<file path="src/rtl/uart_rx_cfg.sv">
// uart_rx_cfg: runtime-configurable UART receiver (5-8 data bits, none/even/odd parity, 1 or 2 stop bits).
// Latency: valid rises 1 clk after the resolve of the last stop bit, plus SYNC_STAGES clks from the rx pin.
// Backpressure: one-word holding register; a good frame arriving while valid && !ready is dropped and flagged by overflow.
//
// Ports:
//   clk, rst        - clock; asynchronous active-high reset
//   divisor         - clk cycles per bit (>= 4), latched at start detect
//   data_bits       - data bits per frame (5-8, other values mean 8), latched at start detect
//   parity_mode     - 00 none, 01 even, 10 odd, 11 none; latched at start detect
//   two_stop        - check a second stop bit; latched at start detect
//   rx              - asynchronous serial line, idle high
//   data/valid/ready- received word (right-aligned) with valid/ready handshake
//   overflow, frame_error, parity_error - one-cycle event pulses
//   brk             - one-cycle pulse on an all-zero frame (only with UART_RX_BREAK_EN)
//
// Build option: define UART_RX_BREAK_EN to add the brk output.
module uart_rx_cfg #(
    parameter int DIV_WIDTH   = 16,
    parameter int SYNC_STAGES = 2
) (
    input  logic                 clk,
    input  logic                 rst,
    input  logic [DIV_WIDTH-1:0] divisor,
    input  logic [3:0]           data_bits,
    input  logic [1:0]           parity_mode,
    input  logic                 two_stop,
    input  logic                 rx,
    output logic [7:0]           data,
    output logic                 valid,
    input  logic                 ready,
    output logic                 overflow,
`ifdef UART_RX_BREAK_EN
    output logic                 brk,
`endif
    output logic                 frame_error,
    output logic                 parity_error
);

    typedef enum logic [2:0] {
        S_IDLE, S_START, S_DATA, S_PARITY, S_STOP1, S_STOP2, S_ERROR
    } state_t;

    state_t state_q, state_d;

    // Synchronizer; flops reset to the idle level so reset never looks like a start bit.
    logic [SYNC_STAGES-1:0] sync_q;
    logic                   rxs;
    logic                   rxs_prev_q;

    // Per-frame configuration captured at start detect
    logic [DIV_WIDTH-1:0] div_q, div_d;
    logic [3:0]           nbits_q, nbits_d;
    logic                 par_en_q, par_en_d;
    logic                 par_odd_q, par_odd_d;
    logic                 two_stop_q, two_stop_d;

    // Bit timer and sampling
    logic [DIV_WIDTH-1:0] cnt_q, cnt_d;
    logic [DIV_WIDTH-1:0] mid, mid_m1, mid_p1, div_m1;
    logic [1:0]           smp_q, smp_d;
    logic                 maj, resolve, cnt_last, fall;

    // Frame datapath
    logic [3:0] bit_idx_q, bit_idx_d;
    logic [7:0] shreg_q, shreg_d;
    logic       par_acc_q, par_acc_d;
    logic       par_err_q, par_err_d;
    logic       frame_done;

    // Outputs
    logic [7:0] data_q, data_d;
    logic       valid_q, valid_d;
    logic       ovf_q, ovf_d;
    logic       ferr_q, ferr_d;
    logic       perr_q, perr_d;
`ifdef UART_RX_BREAK_EN
    logic       brk_q, brk_d;
    logic       zero_q, zero_d;    // every data/parity/stop sample so far was 0
`endif

    assign rxs      = sync_q[SYNC_STAGES-1];
    assign fall     = rxs_prev_q & ~rxs;
    assign mid      = div_q >> 1;
    assign mid_m1   = mid - DIV_WIDTH'(1);
    assign mid_p1   = mid + DIV_WIDTH'(1);
    assign div_m1   = div_q - DIV_WIDTH'(1);
    assign cnt_last = (cnt_q == div_m1);
    assign resolve  = (cnt_q == mid_p1);
    // Third vote is the live sample taken on the resolve cycle itself.
    assign maj      = (smp_q[0] & smp_q[1]) | (smp_q[0] & rxs) | (smp_q[1] & rxs);

    // A good stop bit that ends the frame
    assign frame_done = resolve && maj &&
                        (((state_q == S_STOP1) && !two_stop_q) || (state_q == S_STOP2));

    // State register
    always_ff @(posedge clk or posedge rst) begin
        if (rst) state_q <= S_IDLE;
        else     state_q <= state_d;
    end

    // Next-state logic
    always_comb begin
        state_d = state_q;
        case (state_q)
            S_IDLE:   if (fall) state_d = S_START;
            S_START:  if (resolve) state_d = maj ? S_IDLE : S_DATA;
            S_DATA:   if (resolve && (bit_idx_q == nbits_q - 4'd1))
                          state_d = par_en_q ? S_PARITY : S_STOP1;
            S_PARITY: if (resolve) state_d = S_STOP1;
            S_STOP1:  if (resolve) state_d = !maj ? S_ERROR : (two_stop_q ? S_STOP2 : S_IDLE);
            S_STOP2:  if (resolve) state_d = !maj ? S_ERROR : S_IDLE;
            S_ERROR:  if (rxs && cnt_last) state_d = S_IDLE;
            default:  state_d = S_IDLE;
        endcase
    end

    // Datapath and output next-state logic
    always_comb begin
        div_d      = div_q;
        nbits_d    = nbits_q;
        par_en_d   = par_en_q;
        par_odd_d  = par_odd_q;
        two_stop_d = two_stop_q;
        cnt_d      = cnt_q;
        smp_d      = smp_q;
        bit_idx_d  = bit_idx_q;
        shreg_d    = shreg_q;
        par_acc_d  = par_acc_q;
        par_err_d  = par_err_q;
        data_d     = data_q;
        valid_d    = valid_q & ~ready;
        ovf_d      = 1'b0;
        ferr_d     = 1'b0;
        perr_d     = 1'b0;
`ifdef UART_RX_BREAK_EN
        brk_d      = 1'b0;
        zero_d     = zero_q;
`endif
        if (state_q == S_IDLE) begin
            if (fall) begin
                cnt_d      = '0;
                div_d      = divisor;
                nbits_d    = ((data_bits >= 4'd5) && (data_bits <= 4'd8)) ? data_bits : 4'd8;
                par_en_d   = (parity_mode == 2'b01) || (parity_mode == 2'b10);
                par_odd_d  = (parity_mode == 2'b10);
                two_stop_d = two_stop;
                bit_idx_d  = '0;
                par_acc_d  = 1'b0;
                par_err_d  = 1'b0;
`ifdef UART_RX_BREAK_EN
                zero_d     = 1'b1;
`endif
            end
        end else if (state_q == S_ERROR) begin
            // Counts consecutive high cycles; any low restarts the wait.
            cnt_d = rxs ? cnt_q + DIV_WIDTH'(1) : '0;
        end else begin
            // The timer free-runs across bit boundaries, so the next bit resolves
            // exactly one period after the current one.
            cnt_d = cnt_last ? '0 : cnt_q + DIV_WIDTH'(1);
            if (cnt_q == mid_m1) smp_d[0] = rxs;
            if (cnt_q == mid)    smp_d[1] = rxs;
            if (resolve) begin
                case (state_q)
                    S_DATA: begin
                        shreg_d   = {maj, shreg_q[7:1]};
                        par_acc_d = par_acc_q ^ maj;
                        bit_idx_d = bit_idx_q + 4'd1;
`ifdef UART_RX_BREAK_EN
                        zero_d    = zero_q & ~maj;
`endif
                    end
                    S_PARITY: begin
                        par_err_d = maj ^ par_acc_q ^ par_odd_q;
`ifdef UART_RX_BREAK_EN
                        zero_d    = zero_q & ~maj;
`endif
                    end
                    S_STOP1, S_STOP2: begin
                        if (!maj) begin
`ifdef UART_RX_BREAK_EN
                            if (zero_q) brk_d  = 1'b1;
                            else        ferr_d = 1'b1;
`else
                            ferr_d = 1'b1;
`endif
                        end else if (frame_done) begin
                            if (par_err_q) begin
                                perr_d = 1'b1;
                            end else if (valid_q && !ready) begin
                                ovf_d = 1'b1;
                            end else begin
                                // Bits entered at the MSB; shift down to right-align.
                                data_d  = shreg_q >> (4'd8 - nbits_q);
                                valid_d = 1'b1;
                            end
                        end
                    end
                    default: ;
                endcase
            end
        end
    end

    always_ff @(posedge clk or posedge rst) begin
        if (rst) begin
            sync_q     <= '1;
            rxs_prev_q <= 1'b1;
            div_q      <= '0;
            nbits_q    <= 4'd8;
            par_en_q   <= 1'b0;
            par_odd_q  <= 1'b0;
            two_stop_q <= 1'b0;
            cnt_q      <= '0;
            smp_q      <= 2'b11;
            bit_idx_q  <= '0;
            shreg_q    <= '0;
            par_acc_q  <= 1'b0;
            par_err_q  <= 1'b0;
            data_q     <= '0;
            valid_q    <= 1'b0;
            ovf_q      <= 1'b0;
            ferr_q     <= 1'b0;
            perr_q     <= 1'b0;
`ifdef UART_RX_BREAK_EN
            brk_q      <= 1'b0;
            zero_q     <= 1'b0;
`endif
        end else begin
            sync_q     <= {sync_q[SYNC_STAGES-2:0], rx};
            rxs_prev_q <= rxs;
            div_q      <= div_d;
            nbits_q    <= nbits_d;
            par_en_q   <= par_en_d;
            par_odd_q  <= par_odd_d;
            two_stop_q <= two_stop_d;
            cnt_q      <= cnt_d;
            smp_q      <= smp_d;
            bit_idx_q  <= bit_idx_d;
            shreg_q    <= shreg_d;
            par_acc_q  <= par_acc_d;
            par_err_q  <= par_err_d;
            data_q     <= data_d;
            valid_q    <= valid_d;
            ovf_q      <= ovf_d;
            ferr_q     <= ferr_d;
            perr_q     <= perr_d;
`ifdef UART_RX_BREAK_EN
            brk_q      <= brk_d;
            zero_q     <= zero_d;
`endif
        end
    end

    assign data         = data_q;
    assign valid        = valid_q;
    assign overflow     = ovf_q;
    assign frame_error  = ferr_q;
    assign parity_error = perr_q;
`ifdef UART_RX_BREAK_EN
    assign brk          = brk_q;
`endif

endmodule
</file>
<file path="config.mk">
export PLATFORM = sky130hd
export DESIGN_NAME = uart_rx_cfg
export DESIGN_NICKNAME = d
export VERILOG_FILES = /design/src/rtl/uart_rx_cfg.sv
export SDC_FILE = /design/constraint.sdc
export NUM_CORES = 1
export LEC_CHECK = 0
export ABC_AREA = 1
export BUFFER_PORTS_ARGS = -buffer_cell sky130_fd_sc_hd__buf_2
export CAP_MARGIN = 10
export CORE_UTILIZATION = 44
export CTS_BUF_LIST = sky130_fd_sc_hd__clkbuf_2 sky130_fd_sc_hd__clkbuf_4 sky130_fd_sc_hd__clkbuf_8
export CTS_CLUSTER_DIAMETER = 120
export DETAILED_ROUTE_END_ITERATION = 7
export PLACE_DENSITY = 0.66
export SETUP_SLACK_MARGIN = 0.1
export SYNTH_ARGS = -nofsm -noshare
export SYNTH_HDL_FRONTEND = slang
export SYNTH_SLANG_ARGS = --single-unit
</file>
<file path="constraint.sdc">
create_clock -name clk -period 7.3 [get_ports clk]
set_input_delay 2.19 -clock clk [delete_from_list [all_inputs] [get_ports clk]]
set_output_delay 2.19 -clock clk [all_outputs]
set_load 0.03 [all_outputs]
</file>
==> qor.csv <==
metric,value,unit
status,finished clean,
Vias/cell,5.02,
Vias,5144,
"reg-to-reg slack, setup",4.52,ns
CP max FO,2,
total grt overflow,0,
largest net degree at the start of global routing,74,
Post-Syn Nets,865,
antenna cells,0,
Core ar.,0.0122,mm2
Syn Area/Cell,6.69,um2
RR Startpoint,nbits_q[0],
Netlist cell types,47,
CP Data Required Time,5.11,ns
drt total wl,13500,um
most common library cells after synthesis,"258 x nand2_1, 100 x nor2_1, 89 x inv_1",
Initial Util,45.7,%
leading area contributor after synthesis,dfrtp_1,
"Primary FF master, synth",dfrtp_1,
fin worst setup slack,4.17,ns
Post-CTS Resized,0,
num rows,40,
CP max stage cell,dfrtp_1,
crit end category,output pin,
final non-filler cell total,1025,
Die ar.,0.0131,mm2
RD Place Congestion,0.899,
root buffer cell,clkbuf_8,
DRT antenna net count,0,
# Max-Cap Violations,0,
share of cells above drive strength 1,11.9,%
final hold vios,0,
Die Ht,114,um
Clock H-tree levels,3,
width of the die,114,um
Synth top area share,30.2,%
most numerous cell in the Yosys netlist,nand2_1,
filler instances,1284,
Least-Margin Pin Slew,0.926,ns
IO Pins,39,
CTS tree,done,
Final min period,3.13,ns
Hold Path End,sync_q[1],
Yosys reg bits,73,
clock skew,0.0132,ns
R2R Path End,state_q[1],
Post-route DRC,0,
Mapped Cells,831,
Worst R2R Path Depth,12,
sequential share of the synthesized area,33.0,%
Hold Crit Depth,0,
cts bufs inserted,9,
area delta synth->final,7.73,%
placed cells,1009,
pre-CTS WS,3.89,ns
"critical path, cell by cell",buf_2,
clk_lat worst skew,0.36,ns
vias in the first global route,4557,
initial detailed-routing violation count,334,
Fmax,320,MHz
share of synthesized registers carrying an async set or reset,100,%
setup TNS,0,ns
Port Buffer Count,38,
pwr dens,358,mW/mm2
clk slew on worst S/H paths,0.09,ns
Post-CTS Hold Fix Bufs,0,
WP buf/inv,1,
max-slew violation count,0,
synth warn,0,
setup violators final,0,
startpoint types,register,
Worst path max stage delay,0.39,ns
Longest Clk Path Bufs,2,
crit-path leading delay family,flip-flops,
"top cells by area, synth","dfrtp_1 30%, nand2_1 17%, nor2_1 6.8%",
Lkg Pwr,3.00,nW
Worst slew margin,38.3,%
Final #Nets,886,
Critical Path AT,0.94,ns
Post-CTS Repair Setup Buffers,0,
WL/cell,13.1,um
Synth Cell Area,0.00556,mm2
Total GRT Usage,22.1,%
RSZ-0062 raised after global routing,no,
clock sink count,73,
Peak VDD IR,173,uV
Hold Path Origin,sync_q[0],
global-route wire length before repair,22700,um
antenna violations before repair,0,
Pwr Total,2.14,mW
Crit Path Category,register to output pin,
Tcrit/Tclk final,42.8,%
Hold WC Path Type,register to register,
Post-synth EDFFs,0,
DP HPWL,10300,um
drt first pass iters,5,
-- per-stage QoR --
stage          hold WS (ns)  area (um2)  utilization, %
3_5_place_dp          0.352        5800            47.7
6_report              0.364        5980            49.2
4_1_cts               0.365        5980            49.2
5_1_grt               0.371        5980            49.2
3_3_place_gp          0.345        5800            47.7
2_1_floorplan         0.345        5560               -
-- metal layers --
layer	part of all wire (%)	global-route usage, %	up-vias
met4	1.5	7.10	0
li1	-	-	2675
met1	52	33.4	2347
met2	42	32.7	105
met3	4.2	2.86	17
met5	0	0	-
-- flip-flops by register name (all words and copies together), names as in the netlist --
signal / count
valid: 1
par_err_q: 1
nbits_q: 4
par_acc_q: 1
overflow: 1
frame_error: 1
state_q: 3
sync_q: 2
par_odd_q: 1
two_stop_q: 1
bit_idx_q: 4
cnt_q: 16
data: 8
parity_error: 1
par_en_q: 1
div_q: 16
smp_q: 2
shreg_q: 8
rxs_prev_q: 1
-- worst max-delay path by stage --
| stage | to | startpoint | slack [ns] | depth (start not counted) |
|---|---|---|---|---|
| 2_1_floorplan | bit_idx_q[0] | rst | 3.27 | 1 |
| 3_3_place_gp | data[4] | ready | 3.93 | 6 |
| 3_5_place_dp | data[0] | ready | 3.89 | 6 |
| 4_1_cts | data[1] | data[1] | 4.14 | 1 |
| 5_1_grt | state_q[1] | nbits_q[0] | 4.04 | 12 |
| 6_report | data[2] | data[2] | 4.17 | 1 |
-- final cells by class --
type	count	area [um2]	area share (%)
flip-flops and latches	73	1830	30.7
well taps	168	210	3.51
repair buffers	41	213	3.55
inverters	96	362	6.04
clock buffers	9	124	2.07
clock inverters	7	61.3	1.02
multi-input cells	631	3180	53.1
-- power by group --
part	internal [mW]	leakage [nW]	switching (mW)
registers	0.502	0.951	0.180
clock network	0.130	0.0888	0.176
logic	0.409	1.96	0.745
total	1.04	3.00	1.10
-- cells by family after synthesis --
family,Yosys count,share of synthesized area [%]
xor+xnor,55,8.81
buf+inv,127,9.77
fa+ha+maj,7,1.58
flops,73,33.0
simple gates,493,39.1
compound gates,76,7.73
-- placed cells by master (no fill, tap or decap), types with 3 or more instances in the layout --
master and n:
a211oi_1 7, a21oi_1 14, a21oi_2 3, buf_2 38
buf_4 3, clkbuf_8 9, dfrtp_1 67, dfstp_2 6
ha_1 7, inv_1 88, inv_2 6, inv_6 3
nand2_1 258, nand3_1 66, nand3_2 3, nand3b_1 5
nand4_1 23, nor2_1 99, nor2_2 11, nor2_4 3
nor3_1 8, o21ai_0 41, o21ai_1 3, or2_2 4
xnor2_1 20, xor2_1 34
No activity file was read; power rests on OpenSTA's default activity.
